$ cat config.mk
export PLATFORM = sky130hd
export DESIGN_NAME = axi4_stream_len_hdr_inserter_flat
export DESIGN_NICKNAME = d
export VERILOG_FILES = /design/src/rtl/axi4_stream_hdr_pkg.sv /design/src/rtl/axi4_stream_if.sv /design/src/rtl/axi4_stream_len_hdr_inserter.sv /design/src/flat_wrapper.sv
export SDC_FILE = /design/constraint.sdc
export NUM_CORES = 1
export LEC_CHECK = 0
export ABC_AREA = 1
export BUFFER_PORTS_ARGS = -buffer_cell sky130_fd_sc_hd__buf_2
export CELL_PAD_IN_SITES_DETAIL_PLACEMENT = 1
export CELL_PAD_IN_SITES_GLOBAL_PLACEMENT = 1
export CORE_MARGIN = 4
export CORE_UTILIZATION = 28
export DETAILED_ROUTE_END_ITERATION = 8
export PLACE_DENSITY_LB_ADDON = 0.1
export SLEW_MARGIN = 5
export SYNTH_ARGS = -nofsm -noshare
export SYNTH_HDL_FRONTEND = slang
export SYNTH_SLANG_ARGS = --single-unit
$ cat constraint.sdc
create_clock -name clk_i -period 1.73 [get_ports clk_i]
set_clock_uncertainty 0.1 [all_clocks]
set_input_delay 0.346 -clock clk_i [delete_from_list [all_inputs] [get_ports clk_i]]
set_output_delay 0.346 -clock clk_i [all_outputs]
set_load 0.01 [all_outputs]
$ cat src/rtl/axi4_stream_hdr_pkg.sv
// Shared types and constants for the AXI4-Stream length-header inserter.
package axi4_stream_hdr_pkg;

  typedef enum logic [1:0] {
    ST_IDLE = 2'd0,
    ST_HDR  = 2'd1,
    ST_DATA = 2'd2
  } hdr_state_e;

  // Header word field layout
  localparam int unsigned LEN_LSB = 0;
  localparam int unsigned LEN_W   = 16;
  localparam int unsigned SEQ_LSB = 16;
  localparam int unsigned SEQ_W   = 16;

  localparam logic [LEN_W-1:0] LEN_MAX = 16'hFFFF;

endpackage

$ cat src/rtl/axi4_stream_if.sv
// AXI4-Stream bundle with master/slave modports.
interface axi4_stream_if #(
  parameter int unsigned DATA_W = 32,
  parameter int unsigned USER_W = 1,
  parameter int unsigned DEST_W = 1,
  parameter int unsigned ID_W   = 1
);
  localparam int unsigned KEEP_W = DATA_W / 8;

  logic              tvalid;
  logic              tready;
  logic [DATA_W-1:0] tdata;
  logic [KEEP_W-1:0] tkeep;
  logic [KEEP_W-1:0] tstrb;
  logic              tlast;
  logic [USER_W-1:0] tuser;
  logic [DEST_W-1:0] tdest;
  logic [ID_W-1:0]   tid;

  modport master (
    output tvalid, tdata, tkeep, tstrb, tlast, tuser, tdest, tid,
    input  tready
  );

  modport slave (
    input  tvalid, tdata, tkeep, tstrb, tlast, tuser, tdest, tid,
    output tready
  );
endinterface

$ cat src/rtl/axi4_stream_len_hdr_inserter.sv
// Prepends a one-word length header to each AXI4-Stream packet.
// Define HDR_SEQ_NUM_EN to carry a 16-bit header sequence number in tdata[31:16].
module axi4_stream_len_hdr_inserter
  import axi4_stream_hdr_pkg::*;
#(
  parameter int unsigned TDATA_WIDTH    = 32,
  parameter int unsigned TUSER_WIDTH    = 1,
  parameter int unsigned TDEST_WIDTH    = 1,
  parameter int unsigned TID_WIDTH      = 1,
  parameter int unsigned PKT_SIZE_WIDTH = 5
) (
  input  logic                    clk_i,
  input  logic                    rst_i,
  input  logic [PKT_SIZE_WIDTH:0] pkt_size_i,
  axi4_stream_if.slave            pkt_i,
  axi4_stream_if.master           pkt_o,
  output logic [31:0]             pkts_done_o,
  output logic                    busy_o
);

  localparam int unsigned SZ_W = PKT_SIZE_WIDTH + 1;
  localparam logic [TUSER_WIDTH-1:0] HDR_USER = '0;

  hdr_state_e             state_q, state_d;
  logic [LEN_W-1:0]       len_q, len_d;
  logic [TDEST_WIDTH-1:0] dest_q, dest_d;
  logic [TID_WIDTH-1:0]   id_q, id_d;
  logic [31:0]            done_q, done_d;
  logic                   busy_q;
  logic [LEN_W-1:0]       len_sat_c;
  logic [TDATA_WIDTH-1:0] hdr_data_c;

  // Clamp the byte count into the 16-bit header field
  if (SZ_W > LEN_W) begin : g_sat
    assign len_sat_c = (pkt_size_i > SZ_W'(LEN_MAX)) ? LEN_MAX : LEN_W'(pkt_size_i);
  end else begin : g_nosat
    assign len_sat_c = LEN_W'(pkt_size_i);
  end

`ifdef HDR_SEQ_NUM_EN
  logic [SEQ_W-1:0] seq_q, seq_d;

  always_comb begin
    seq_d = seq_q;
    if (state_q == ST_HDR && pkt_o.tready) begin
      seq_d = SEQ_W'(seq_q + SEQ_W'(1));
    end
  end

  always_ff @(posedge clk_i or posedge rst_i) begin
    if (rst_i) begin
      seq_q <= '0;
    end else begin
      seq_q <= seq_d;
    end
  end

  always_comb begin
    hdr_data_c                       = '0;
    hdr_data_c[LEN_LSB +: LEN_W]     = len_q;
    hdr_data_c[SEQ_LSB +: SEQ_W]     = seq_q;
  end
`else
  always_comb begin
    hdr_data_c                       = '0;
    hdr_data_c[LEN_LSB +: LEN_W]     = len_q;
  end
`endif

  // Next-state, header capture and stream muxing
  always_comb begin
    state_d = state_q;
    len_d   = len_q;
    dest_d  = dest_q;
    id_d    = id_q;
    done_d  = done_q;

    pkt_i.tready = 1'b0;
    pkt_o.tvalid = 1'b0;
    pkt_o.tdata  = '0;
    pkt_o.tkeep  = '0;
    pkt_o.tstrb  = '0;
    pkt_o.tlast  = 1'b0;
    pkt_o.tuser  = HDR_USER;
    pkt_o.tdest  = '0;
    pkt_o.tid    = '0;

    unique case (state_q)
      ST_IDLE: begin
        if (pkt_i.tvalid) begin
          len_d   = len_sat_c;
          dest_d  = pkt_i.tdest;
          id_d    = pkt_i.tid;
          state_d = ST_HDR;
        end
      end
      ST_HDR: begin
        pkt_o.tvalid = 1'b1;
        pkt_o.tdata  = hdr_data_c;
        pkt_o.tkeep  = '1;
        pkt_o.tstrb  = '1;
        pkt_o.tdest  = dest_q;
        pkt_o.tid    = id_q;
        if (pkt_o.tready) begin
          state_d = ST_DATA;
        end
      end
      ST_DATA: begin
        pkt_o.tvalid = pkt_i.tvalid;
        pkt_o.tdata  = pkt_i.tdata;
        pkt_o.tkeep  = pkt_i.tkeep;
        pkt_o.tstrb  = pkt_i.tstrb;
        pkt_o.tlast  = pkt_i.tlast;
        pkt_o.tuser  = pkt_i.tuser;
        pkt_o.tdest  = pkt_i.tdest;
        pkt_o.tid    = pkt_i.tid;
        pkt_i.tready = pkt_o.tready;
        if (pkt_i.tvalid && pkt_o.tready && pkt_i.tlast) begin
          state_d = ST_IDLE;
          done_d  = done_q + 32'd1;
        end
      end
      default: begin
        state_d = ST_IDLE;
      end
    endcase
  end

  always_ff @(posedge clk_i or posedge rst_i) begin
    if (rst_i) begin
      state_q <= ST_IDLE;
      len_q   <= '0;
      dest_q  <= '0;
      id_q    <= '0;
      done_q  <= '0;
      busy_q  <= 1'b0;
    end else begin
      state_q <= state_d;
      len_q   <= len_d;
      dest_q  <= dest_d;
      id_q    <= id_d;
      done_q  <= done_d;
      busy_q  <= (state_d != ST_IDLE);
    end
  end

  assign pkts_done_o = done_q;
  assign busy_o      = busy_q;

endmodule
$ cat src/flat_wrapper.sv
// flat-port wrapper written by rule: the top's interface ports become plain ports
module axi4_stream_len_hdr_inserter_flat import axi4_stream_hdr_pkg::*;
#(
  parameter int unsigned TDATA_WIDTH    = 32,
  parameter int unsigned TUSER_WIDTH    = 1,
  parameter int unsigned TDEST_WIDTH    = 1,
  parameter int unsigned TID_WIDTH      = 1,
  parameter int unsigned PKT_SIZE_WIDTH = 5
)
  (clk_i, rst_i, pkt_size_i, pkts_done_o, busy_o, pkt_i_tvalid, pkt_i_tdata, pkt_i_tkeep, pkt_i_tstrb, pkt_i_tlast, pkt_i_tuser, pkt_i_tdest, pkt_i_tid, pkt_i_tready, pkt_o_tvalid, pkt_o_tdata, pkt_o_tkeep, pkt_o_tstrb, pkt_o_tlast, pkt_o_tuser, pkt_o_tdest, pkt_o_tid, pkt_o_tready);
  axi4_stream_if pkt_i_i ();
  axi4_stream_if pkt_o_i ();
  input  logic clk_i;
  input  logic rst_i;
  input  logic [PKT_SIZE_WIDTH:0] pkt_size_i;
  output logic [31:0] pkts_done_o;
  output logic busy_o;
  input wire logic [$bits(pkt_i_i.tvalid)-1:0] pkt_i_tvalid;
  input wire logic [$bits(pkt_i_i.tdata)-1:0] pkt_i_tdata;
  input wire logic [$bits(pkt_i_i.tkeep)-1:0] pkt_i_tkeep;
  input wire logic [$bits(pkt_i_i.tstrb)-1:0] pkt_i_tstrb;
  input wire logic [$bits(pkt_i_i.tlast)-1:0] pkt_i_tlast;
  input wire logic [$bits(pkt_i_i.tuser)-1:0] pkt_i_tuser;
  input wire logic [$bits(pkt_i_i.tdest)-1:0] pkt_i_tdest;
  input wire logic [$bits(pkt_i_i.tid)-1:0] pkt_i_tid;
  output wire logic [$bits(pkt_i_i.tready)-1:0] pkt_i_tready;
  output wire logic [$bits(pkt_o_i.tvalid)-1:0] pkt_o_tvalid;
  output wire logic [$bits(pkt_o_i.tdata)-1:0] pkt_o_tdata;
  output wire logic [$bits(pkt_o_i.tkeep)-1:0] pkt_o_tkeep;
  output wire logic [$bits(pkt_o_i.tstrb)-1:0] pkt_o_tstrb;
  output wire logic [$bits(pkt_o_i.tlast)-1:0] pkt_o_tlast;
  output wire logic [$bits(pkt_o_i.tuser)-1:0] pkt_o_tuser;
  output wire logic [$bits(pkt_o_i.tdest)-1:0] pkt_o_tdest;
  output wire logic [$bits(pkt_o_i.tid)-1:0] pkt_o_tid;
  input wire logic [$bits(pkt_o_i.tready)-1:0] pkt_o_tready;
  assign pkt_i_i.tvalid = pkt_i_tvalid;
  assign pkt_i_i.tdata = pkt_i_tdata;
  assign pkt_i_i.tkeep = pkt_i_tkeep;
  assign pkt_i_i.tstrb = pkt_i_tstrb;
  assign pkt_i_i.tlast = pkt_i_tlast;
  assign pkt_i_i.tuser = pkt_i_tuser;
  assign pkt_i_i.tdest = pkt_i_tdest;
  assign pkt_i_i.tid = pkt_i_tid;
  assign pkt_i_tready = pkt_i_i.tready;
  assign pkt_o_tvalid = pkt_o_i.tvalid;
  assign pkt_o_tdata = pkt_o_i.tdata;
  assign pkt_o_tkeep = pkt_o_i.tkeep;
  assign pkt_o_tstrb = pkt_o_i.tstrb;
  assign pkt_o_tlast = pkt_o_i.tlast;
  assign pkt_o_tuser = pkt_o_i.tuser;
  assign pkt_o_tdest = pkt_o_i.tdest;
  assign pkt_o_tid = pkt_o_i.tid;
  assign pkt_o_i.tready = pkt_o_tready;
  axi4_stream_len_hdr_inserter #(.TDATA_WIDTH(TDATA_WIDTH), .TUSER_WIDTH(TUSER_WIDTH), .TDEST_WIDTH(TDEST_WIDTH), .TID_WIDTH(TID_WIDTH), .PKT_SIZE_WIDTH(PKT_SIZE_WIDTH)) u_core (.clk_i(clk_i), .rst_i(rst_i), .pkt_size_i(pkt_size_i), .pkt_i(pkt_i_i), .pkt_o(pkt_o_i), .pkts_done_o(pkts_done_o), .busy_o(busy_o));
endmodule
==> results of run 1 <==
## synth_stat cells, drive strengths merged
master / count / area (sq um)
nor3: 4 / 20.02
xor2: 12 / 105.1
clkbuf: 5 / 18.77
inv: 53 / 198.9
o21ai: 4 / 20.02
ha: 5 / 62.56
xnor2: 2 / 17.52
nand3: 15 / 97.60
and2: 1 / 6.260
clkinv: 2 / 7.510
buf: 3 / 21.27
nand2: 167 / 631.9
or2: 1 / 6.260
nand3b: 11 / 82.58
nand4: 5 / 31.28
dfrtp: 43 / 1076
nor2: 41 / 196.4
a21oi: 22 / 110.1
## power groups by stage
stage | Combinational (uW) | Clock, uW | Sequential (uW)
2_1_floorplan | 1010 | 0 | 1250
3_3_place_gp | 1850 | 0 | 1240
3_5_place_dp | 1880 | 0 | 1250
4_1_cts | 2250 | 729 | 1230
5_1_grt | 3490 | 777 | 1250
6_report | 3230 | 713 | 1230
## registers in the layout, summed over array words and instances, names as in the netlist
| register | cells |
|---|---|
| u_core.busy_o | 1 |
| u_core.len_q | 6 |
| u_core.dest_q | 1 |
| u_core.pkts_done_o | 32 |
| u_core.state_q | 2 |
| u_core.id_q | 1 |
## cell usage in the layout, fill, tap and decap left out, types with 4 or more instances in the layout
master / synthesis / final
nor2_2: 5 / 4
inv_1: 51 / 30
inv_2: 2 / 20
nand3_1: 12 / 8
buf_6: 1 / 27
nand3_4: 1 / 5
buf_2: 2 / 111
nor2_4: 4 / 16
a21oi_2: 0 / 18
clkbuf_8: 0 / 7
xor2_1: 12 / 12
nand2_4: 0 / 18
dfrtp_1: 43 / 43
buf_12: 0 / 9
buf_4: 0 / 19
nand2_1: 165 / 139
nand3b_1: 11 / 11
nand4_1: 5 / 5
nor2_1: 32 / 21
nand2_2: 2 / 10
## kinds of logic after synthesis
logic type	share of synthesized area (%)
buffers and inverters	9.095
adders and majority gates	2.308
DFF	39.70
xor gates and xnor gates	4.525
AOI/OAI and AO/OA	4.802
and+or+nand+nor	39.57
## worst max-delay path, cell delays in order, from the launching register on
cell and delay [ns]:
dfrtp_1 0.42, buf_6 0.12, ha_4 0.16, buf_12 0.17
nand2_1 0.09, a21oi_1 0.16, buf_2 0.16
## layout make-up
class                   instances  area share, %
clock buffers                   8          2.126
inverters                      55          4.810
multi-input cells             290          38.69
flip-flops and latches         43          22.85
well taps                     129          3.428
repair buffers                172          28.09
## through the flow
step	total power, uW	setup WS, ns	hold slack (ns)
2_1_floorplan	2264	0.007770	0.3487
3_3_place_gp	3091	-0.05357	0.3041
3_5_place_dp	3128	-0.1526	0.3071
4_1_cts	4205	-0.2620	0.1408
5_1_grt	5512	-0.4103	0.1441
6_report	5175	-0.2973	0.1470
## per-layer routing
metal	global-route usage, %	vias to the layer above	wire [um]
li1	-	1551	-
met1	21.92	1539	4487
met2	29.55	74	5517
met3	2.793	6	446
met4	2.868	0	79
met5	0	-	0
## repair_timing
action,in CTS,in global routing
hold buffers,1,0
hold endpoints to repair,43,0
gates resized for setup,19,149
gates cloned,2,3
setup endpoints to repair,72,73
pin swaps,3,26
buffers inserted,5,14
## how the worst max path moves through the flow
stage	cells after the start	slack, ns	to	startpoint
finish	6	-0.30	pkt_o_tkeep[2]	u_core.state_q[1]$_DFF_PP0_
global placement	9	-0.05	u_core.pkts_done_o[14]$_DFFE_PP0P_	u_core.state_q[0]$_DFF_PP0_
CTS	6	-0.26	pkt_o_tdata[0]	u_core.state_q[1]$_DFF_PP0_
global route	6	-0.41	pkt_o_tkeep[2]	u_core.state_q[1]$_DFF_PP0_
detailed placement	9	-0.15	u_core.pkts_done_o[31]$_DFFE_PP0P_	u_core.state_q[0]$_DFF_PP0_
floorplan	5	0.008	pkt_o_tdata[0]	u_core.state_q[0]$_DFF_PP0_
==> impl_metrics.csv, run 1 <==
group,metric,value,unit
hold_path,holdCritStartpoint,"pkt_size_i[3]",
setup_path,worstSetupPathType,"reg2out",
detailed_routing,vias,3170,
synth,synth.distinct_cells,25,
setup_path,critPathArrivalTime,1.58,ns
synth,syn_area,2710,sq um
global_routing,grt_pass1_vias,3153,
die,coreArea,9328,sq um
global_routing,overflow,0,
cts,clk_pin_slew,0.08,ns
setup_path,cp_data_required_time,1.28,ns
die,ios,133,
die,rows,35,
final_layout,num_antenna_cells,0,
cts,numCtsBuffers,5,
synth,synthCells,396,
status,violations,"setup timing",
final_layout,area_delta_synth_final,73.73,%
timing,fin_tns_setup,-13.37,ns
hold_path,min_to,"u_core.len_q[3]$_DFFE_PP0P_",
die,die_area,11320,sq um
setup_path,timing.rr.end,"u_core.pkts_done_o[4]$_DFFE_PP0P_",
power_and_ir_drop,netSwitchingFraction,40.50,%
global_routing,grt.total_usage,16.81,%
final_layout,multi_input_area,1822,sq um
synth,ys_seq_elements,43,
final_layout,fill_cells,1185,
timing,rsz0062_at_grt,"true",
setup_path,r2r-start,"u_core.state_q[1]$_DFF_PP0_",
power_and_ir_drop,power.internal,3079,uW
hold_path,holdPathStages,3,
timing,setup_viol_count_final,78,
detailed_routing,routedWlPerCell,15.11,um
setup_path,r2r_cells,12,
detailed_routing,drt_pass1_iterations,4,
cts,root_buffer,"clkbuf_8",
die,die_x,106.4,um
final_layout,seqCellArea,1076,sq um
setup_path,critPathLaunchType,"register",
final_layout,layout-drive-gt1-share,49.65,%
die,die_h,106.4,um
setup_path,crit_path_end_kind,"output pin",
status,status,"complete, but fails checks",
timing,finalHoldViolations,0,
timing,slew_headroom,67.41,%
placement,gp_congestion,0.8310,
setup_path,reg2reg_slack,-0.20,ns
placement,port_buffers,132,
detailed_routing,drc,0,
power_and_ir_drop,power_density,1099,nW/um^2
placement,dp.cells,664,
detailed_routing,drt-total-wl,10.53,mm
synth,synth.avg_cell_area,6.844,sq um
final_layout,final_cell_count_no_fill,697,
power_and_ir_drop,ir_drop,489.9,uV
timing,worst_pin_slew,0.4871,ns
setup_path,crit_fanout,23,
timing,fin_crit,2.027,ns
power_and_ir_drop,leakage,0.002578,uW
global_routing,grt_pass1_wl,15.54,mm
detailed_routing,drt-initial-drc-count,52,
placement,dp_hpwl,7.158,mm
synth,ys_seq_area_share,39.70,%
power_and_ir_drop,combPwrFrac,62.4,%
detailed_routing,ant_nets,0,
job,maxCapViolCount,0,
power_and_ir_drop,p_switching,2096,uW
timing,fin_crit_sh,117.2,%
timing,setup_slack,-0.2973,ns
cts,cts.sinks,43,
power_and_ir_drop,pwr-share-clk,13.8,%
detailed_routing,via_per_inst,4.548,
cts,clk_latency,0.29,ns
timing,fmax,493.3,MHz
final_layout,layout.nets,626,
global_routing,grt_max_degree,44,
timing,drv_slew,0,
global_routing,antenna_found_initial,0,
synth,synth_nets,455,
cts,clk_path_buf_depth,2,
die,start_util,29.05,%
power_and_ir_drop,power_frac_seq,23.8,%
final_layout,fin_util,50.48,%
hold_path,hp-class,"in2reg",
synth,ys.warnings.count,0,
placement,placed_area,3642,sq um
final_layout,final_area,4708,sq um
cts,htree_levels,2,
cts,cts_tree,"built",
No activity file was read; power rests on OpenSTA's default activity.
==> run 2: changes to the inputs <==
Settings changed: CORE_UTILIZATION 28 to 31.
Clock period 1.73 ns to 2.2 ns, I/O delays scaled along.
==> run 2 against run 1 <==
Net effect:
- the flow now finishes without violations
- first-iteration DRC count rose by 65%
- sequential cell count stayed put
- critical endpoint is now pkt_o_tkeep[1]
- worst hold slack worse by 0.080 ns
- sequential power is 20% lower
- largest cell class unchanged
- die area decreased by 9.0%
==> impl_metrics.csv, run 2 (same netlist as run 1, synthesis figures left out) <==
group,metric,value,unit
setup_path,crit_path_end_kind,"output pin",
setup_path,critPathCapture,"pkt_o_tkeep[1]",
setup_path,r2r-start,"u_core.state_q[0]$_DFF_PP0_",
final_layout,seqCellArea,1076,sq um
status,status,"finished, final reports clean",
global_routing,overflow,0,
placement,port_buffers,132,
die,ios,133,
timing,fin_crit,2.111,ns
timing,fin_tns_setup,0,ns
cts,clk_path_buf_depth,2,
setup_path,worstSetupPathType,"reg2out",
timing,setup_viol_count_final,0,
timing,slew_headroom,51.61,%
timing,worst_pin_slew,0.7213,ns
power_and_ir_drop,leakage,0.002191,uW
cts,clk_pin_slew,0.08,ns
setup_path,r2r_cells,9,
setup_path,reg2reg_slack,0.26,ns
global_routing,antenna_found_initial,0,
power_and_ir_drop,power,3029,uW
cts,cts_tree,"built",
detailed_routing,drt-total-wl,8.929,mm
final_layout,layout_commonest_cell,"nand2_1",
cts,numCtsBuffers,5,
detailed_routing,vias,2992,
final_layout,final_cell_mix,"nand2_1 (165), buf_2 (132), inv_1 (48)",
cts,cts.sinks,43,
detailed_routing,drc,0,
final_layout,layout-drive-gt1-share,32.22,%
cts,root_buffer,"clkbuf_8",
global_routing,grt.total_usage,17.29,%
power_and_ir_drop,power_density,817.9,nW/um^2
final_layout,fill_cells,1140,
die,start_util,32.49,%
detailed_routing,via_per_inst,4.660,
job,maxCapViolCount,0,
cts,clk_latency,0.29,ns
die,die_area,10300,sq um
power_and_ir_drop,power.internal,1780,uW
die,die_h,101.5,um
final_layout,largest_register_ff_count,32,
setup_path,critPathArrivalTime,1.57,ns
cts,cts_hold_buf,0,
power_and_ir_drop,power_frac_seq,32.5,%
placement,dp_slack,0.2096,ns
detailed_routing,routedWlPerCell,13.91,um
setup_path,timing.rr.end,"u_core.pkts_done_o[13]$_DFFE_PP0P_",
global_routing,grt_pass1_vias,3056,
global_routing,grt_pass1_wl,14.29,mm
cts,htree_levels,2,
hold_path,hp-class,"in2async",
power_and_ir_drop,combPwrFrac,51.3,%
timing,holdWs,0.06687,ns
die,die_x,101.5,um
detailed_routing,ant_nets,0,
setup_path,critPathLaunchType,"register",
timing,finalHoldViolations,0,
final_layout,layout.nets,595,
placement,gp_congestion,0.7930,
final_layout,multi_input_area,1414,sq um
final_layout,num_antenna_cells,0,
power_and_ir_drop,p_switching,1249,uW
die,coreArea,8341,sq um
timing,drv_slew,0,
setup_path,crit_path_start,"u_core.state_q[1]$_DFF_PP0_",
setup_path,crit_fanout,10,
die,rows,33,
power_and_ir_drop,pwr-share-clk,16.2,%
detailed_routing,drt_pass1_iterations,4,
timing,fin_crit_sh,95.95,%
timing,fmax,473.7,MHz
setup_path,cp_data_required_time,1.66,ns
global_routing,grt_max_degree,28,
power_and_ir_drop,ir_drop,307.0,uV
timing,setup_slack,0.08914,ns
timing,rsz0062_at_grt,"true",
power_and_ir_drop,netSwitchingFraction,41.22,%
final_layout,area_delta_synth_final,36.66,%
detailed_routing,drt-initial-drc-count,86,
placement,dp_hpwl,7.060,mm
## run 2: cell count changes in the layout (fill, tap and decap cells not counted), moves of 6 or more
cell     change
nor2_1      +11
nand2_1     +26
nand2_2      -8
nand2_4     -18
inv_2       -15
buf_2       +21
buf_6       -27
buf_4       -14
nor2_4      -12
a21oi_2     -15
a21oi_1     +16
inv_1       +18
buf_12       -6
## run 2: repair_timing
action | 4_1_cts | 5_1_grt
setup buffers | 0 | 3
cloned | 1 | 0
setup endpoints to repair | 1 | 43
endpoints found under the hold margin | 0 | 0
resized for setup | 1 | 12
## run 2: final cells by class
| cell class | instances | share of cell area [%] |
|---|---|---|
| Inverter | 55 | 5.676 |
| Sequential cell | 43 | 29.05 |
| Clock buffer | 7 | 2.061 |
| Multi-Input combinational cell | 290 | 38.18 |
| Timing Repair Buffer | 141 | 21.35 |
| Tap cell | 105 | 3.547 |
| Clock inverter | 1 | 0.1351 |
## run 2: worst max-delay path, cell delays in order, from the launching register on
cell and delay, ns:
dfrtp_1 0.44, inv_2 0.09, ha_2 0.20, clkinvlp_4 0.19, a21oi_1 0.19, buf_2 0.16
## run 2: worst min-delay path by stage
stage                                     start  slack (ns)                                end
finish                                    rst_i        0.07  u_core.pkts_done_o[3]$_DFFE_PP0P_
global route                              rst_i         0.1  u_core.pkts_done_o[3]$_DFFE_PP0P_
CTS                                       rst_i        0.08  u_core.pkts_done_o[3]$_DFFE_PP0P_
detailed placement  u_core.len_q[2]$_DFFE_PP0P_        0.37        u_core.len_q[2]$_DFFE_PP0P_
global placement        u_core.id_q$_DFFE_PP0P_        0.37            u_core.id_q$_DFFE_PP0P_
floorplan             u_core.dest_q$_DFFE_PP0P_        0.35          u_core.dest_q$_DFFE_PP0P_
## run 2: power by group through the flow
stage               logic, uW  clock network (uW)  registers [uW]
global route             1720                 544             996
global placement         1310                   0             987
finish                   1550                 491             983
detailed placement       1360                   0             993
CTS                      1440                 509             979
floorplan                 791                   0             987
## run 2: per-layer routing
metal,wire [um],up-vias,track usage [%]
li1,-,1481,-
met1,3820,1444,20.39
met2,4692,60,32.34
met3,359,7,3.581
met4,57,0,3.272
met5,0,-,0
## run 2: per-stage QoR
stage / cell area, sq um / instances / utilization (%)
final: 3704 / 642 / 44.40
after CTS: 3641 / 639 / 43.65
after global routing: 3704 / 642 / 44.40
after floorplan: 2710 / 396 / -
after global placement: 3525 / 630 / 42.26
after detailed placement: 3525 / 630 / 42.26
==> run 3: changes to the inputs <==
Settings changed: CELL_PAD_IN_SITES_DETAIL_PLACEMENT 1 to default, CELL_PAD_IN_SITES_GLOBAL_PLACEMENT 1 to default, CORE_UTILIZATION 31 to 46, PLACE_DENSITY from default to 0.8, PLACE_DENSITY_LB_ADDON 0.1 to default.
==> run 3 against run 2 <==
Net effect:
- die area fell by 30%
- wire length shrank 12%
- maximum frequency down 2.9%
- highest routed layer unchanged
- first-iteration DRC count rose by 53%
- sequential cell count is the same
- combinational power down 4%
- sequential power barely moved
- critical path type unchanged
==> impl_metrics.csv, run 3 (same netlist as run 1, synthesis figures left out) <==
group,metric,value,unit
setup_path,critPathArrivalTime,1.63,ns
setup_path,crit_path_start,"u_core.state_q[1]$_DFF_PP0_",
detailed_routing,routedWlPerCell,12.90,um
final_layout,layout_commonest_cell,"nand2_1",
setup_path,crit_fanout,17,
global_routing,grt_pass1_vias,2875,
job,maxCapViolCount,0,
detailed_routing,drt-total-wl,7.844,mm
cts,root_buffer,"clkbuf_8",
setup_path,r2r-start,"u_core.state_q[0]$_DFF_PP0_",
setup_path,cp_data_required_time,1.66,ns
cts,clk_latency,0.29,ns
power_and_ir_drop,power_density,819.0,nW/um^2
cts,cts.sinks,43,
global_routing,grt_max_degree,44,
setup_path,reg2reg_slack,0.23,ns
final_layout,final_cell_mix,"nand2_1 (165), buf_2 (132), inv_1 (51)",
final_layout,area_delta_synth_final,34.35,%
detailed_routing,ant_nets,0,
timing,fin_crit_sh,98.78,%
detailed_routing,drc,0,
die,rows,27,
cts,clk_path_buf_depth,2,
cts,cts_tree,"built",
setup_path,worstSetupPathType,"reg2out",
final_layout,num_antenna_cells,0,
die,ios,133,
detailed_routing,via_per_inst,4.852,
cts,clk_pin_slew,0.08,ns
timing,finalHoldViolations,0,
setup_path,critPathLaunchType,"register",
timing,rsz0062_at_grt,"true",
placement,dp_hpwl,5.948,mm
cts,cts_hold_buf,0,
detailed_routing,drt_pass1_iterations,4,
setup_path,r2r_cells,9,
setup_path,crit_path_end_kind,"output pin",
final_layout,fin_util,64.93,%
cts,htree_levels,2,
global_routing,grt_pass1_wl,13.10,mm
timing,slew_headroom,63.53,%
timing,fin_crit,2.173,ns
power_and_ir_drop,ir_drop,550.6,uV
detailed_routing,drt-initial-drc-count,132,
detailed_routing,vias,2950,
global_routing,grt.total_usage,21.90,%
status,status,"finished, final reports clean",
global_routing,antenna_found_initial,0,
placement,port_buffers,132,
placement,gp_congestion,0.9369,
timing,drv_slew,0,
timing,fmax,460.1,MHz
die,coreArea,5608,sq um
final_layout,layout-drive-gt1-share,31.90,%
final_layout,largest_register_ff_count,32,
die,die_x,84.76,um
die,die_h,84.76,um
cts,numCtsBuffers,5,
die,die_area,7183,sq um
global_routing,overflow,0,
final_layout,layout.nets,595,
power_and_ir_drop,leakage,0.002183,uW
timing,setup_viol_count_final,0,
timing,worst_pin_slew,0.5470,ns
die,start_util,48.33,%
timing,fin_tns_setup,0,ns
hold_path,hp-class,"in2async",
timing,holdWs,0.1697,ns
run 3: cell count changes in the layout (fill, tap and decap cells not counted), sizes merged:
cell and change:
clkinvlp +1, buf -1, clkbuf -1
run 3: metal layers:
metal | global-route usage (%) | share of wire (%) | vias to the layer above
met5 | 0 | 0 | -
met4 | 5.899 | 1.2 | 0
met3 | 3.827 | 4.4 | 10
met2 | 37.94 | 51 | 86
met1 | 28.14 | 44 | 1373
li1 | - | - | 1481
run 3: path summary, 6_finish.rpt:
path / endpoint
hold reg to reg: u_core.id_q$_DFFE_PP0P_
hold / removal: u_core.pkts_done_o[4]$_DFFE_PP0P_
setup reg to reg: u_core.pkts_done_o[31]$_DFFE_PP0P_
setup / recovery: pkt_o_tkeep[1]
min in group clk_i: u_core.len_q[0]$_DFFE_PP0P_
max in group asynchronous: u_core.state_q[0]$_DFF_PP0_
run 3: report_power, final:
group	switching [uW]	total, uW	internal, uW
logic	890	1490	599
clock network	267	513	247
registers	74.0	980	906
total	1230	2980	1750
run 3: final cells by class:
class	count	area (sq um)
Clock buffer	6	82.58
Clock inverter	1	5.005
Fill cell	515	1967
Inverter	55	210.2
Multi-Input combinational cell	290	1410
Sequential cell	43	1077
Tap cell	72	90.09
Timing Repair Buffer	140	758.2
Timing Repair inverter	1	7.507
run 3: critical path, cell delays in order, from the launching register on:
cell,delay (ns)
dfrtp_1,0.39
inv_1,0.11
ha_1,0.29
clkinv_1,0.05
buf_4,0.19
a21oi_1,0.16
buf_2,0.16
run 3: timing repair:
action | 4_1_cts | 5_1_grt
resized for setup | 0 | 8
setup endpoints to repair | 3 | 38
gates cloned | 1 | 1
setup buffers | 0 | 2
run 3: per-stage QoR:
step                      std cells  power [uW]  area, sq um  worst slack [ns]
final                           608        2982         3641           0.02677
after global routing            608        3200         3641          -0.05522
after CTS                       605        2883         3591          0.002604
after detailed placement        597        2314         3471            0.2297
after global placement          597        2282         3471            0.3655
after floorplan                 396        1778         2710            0.3091
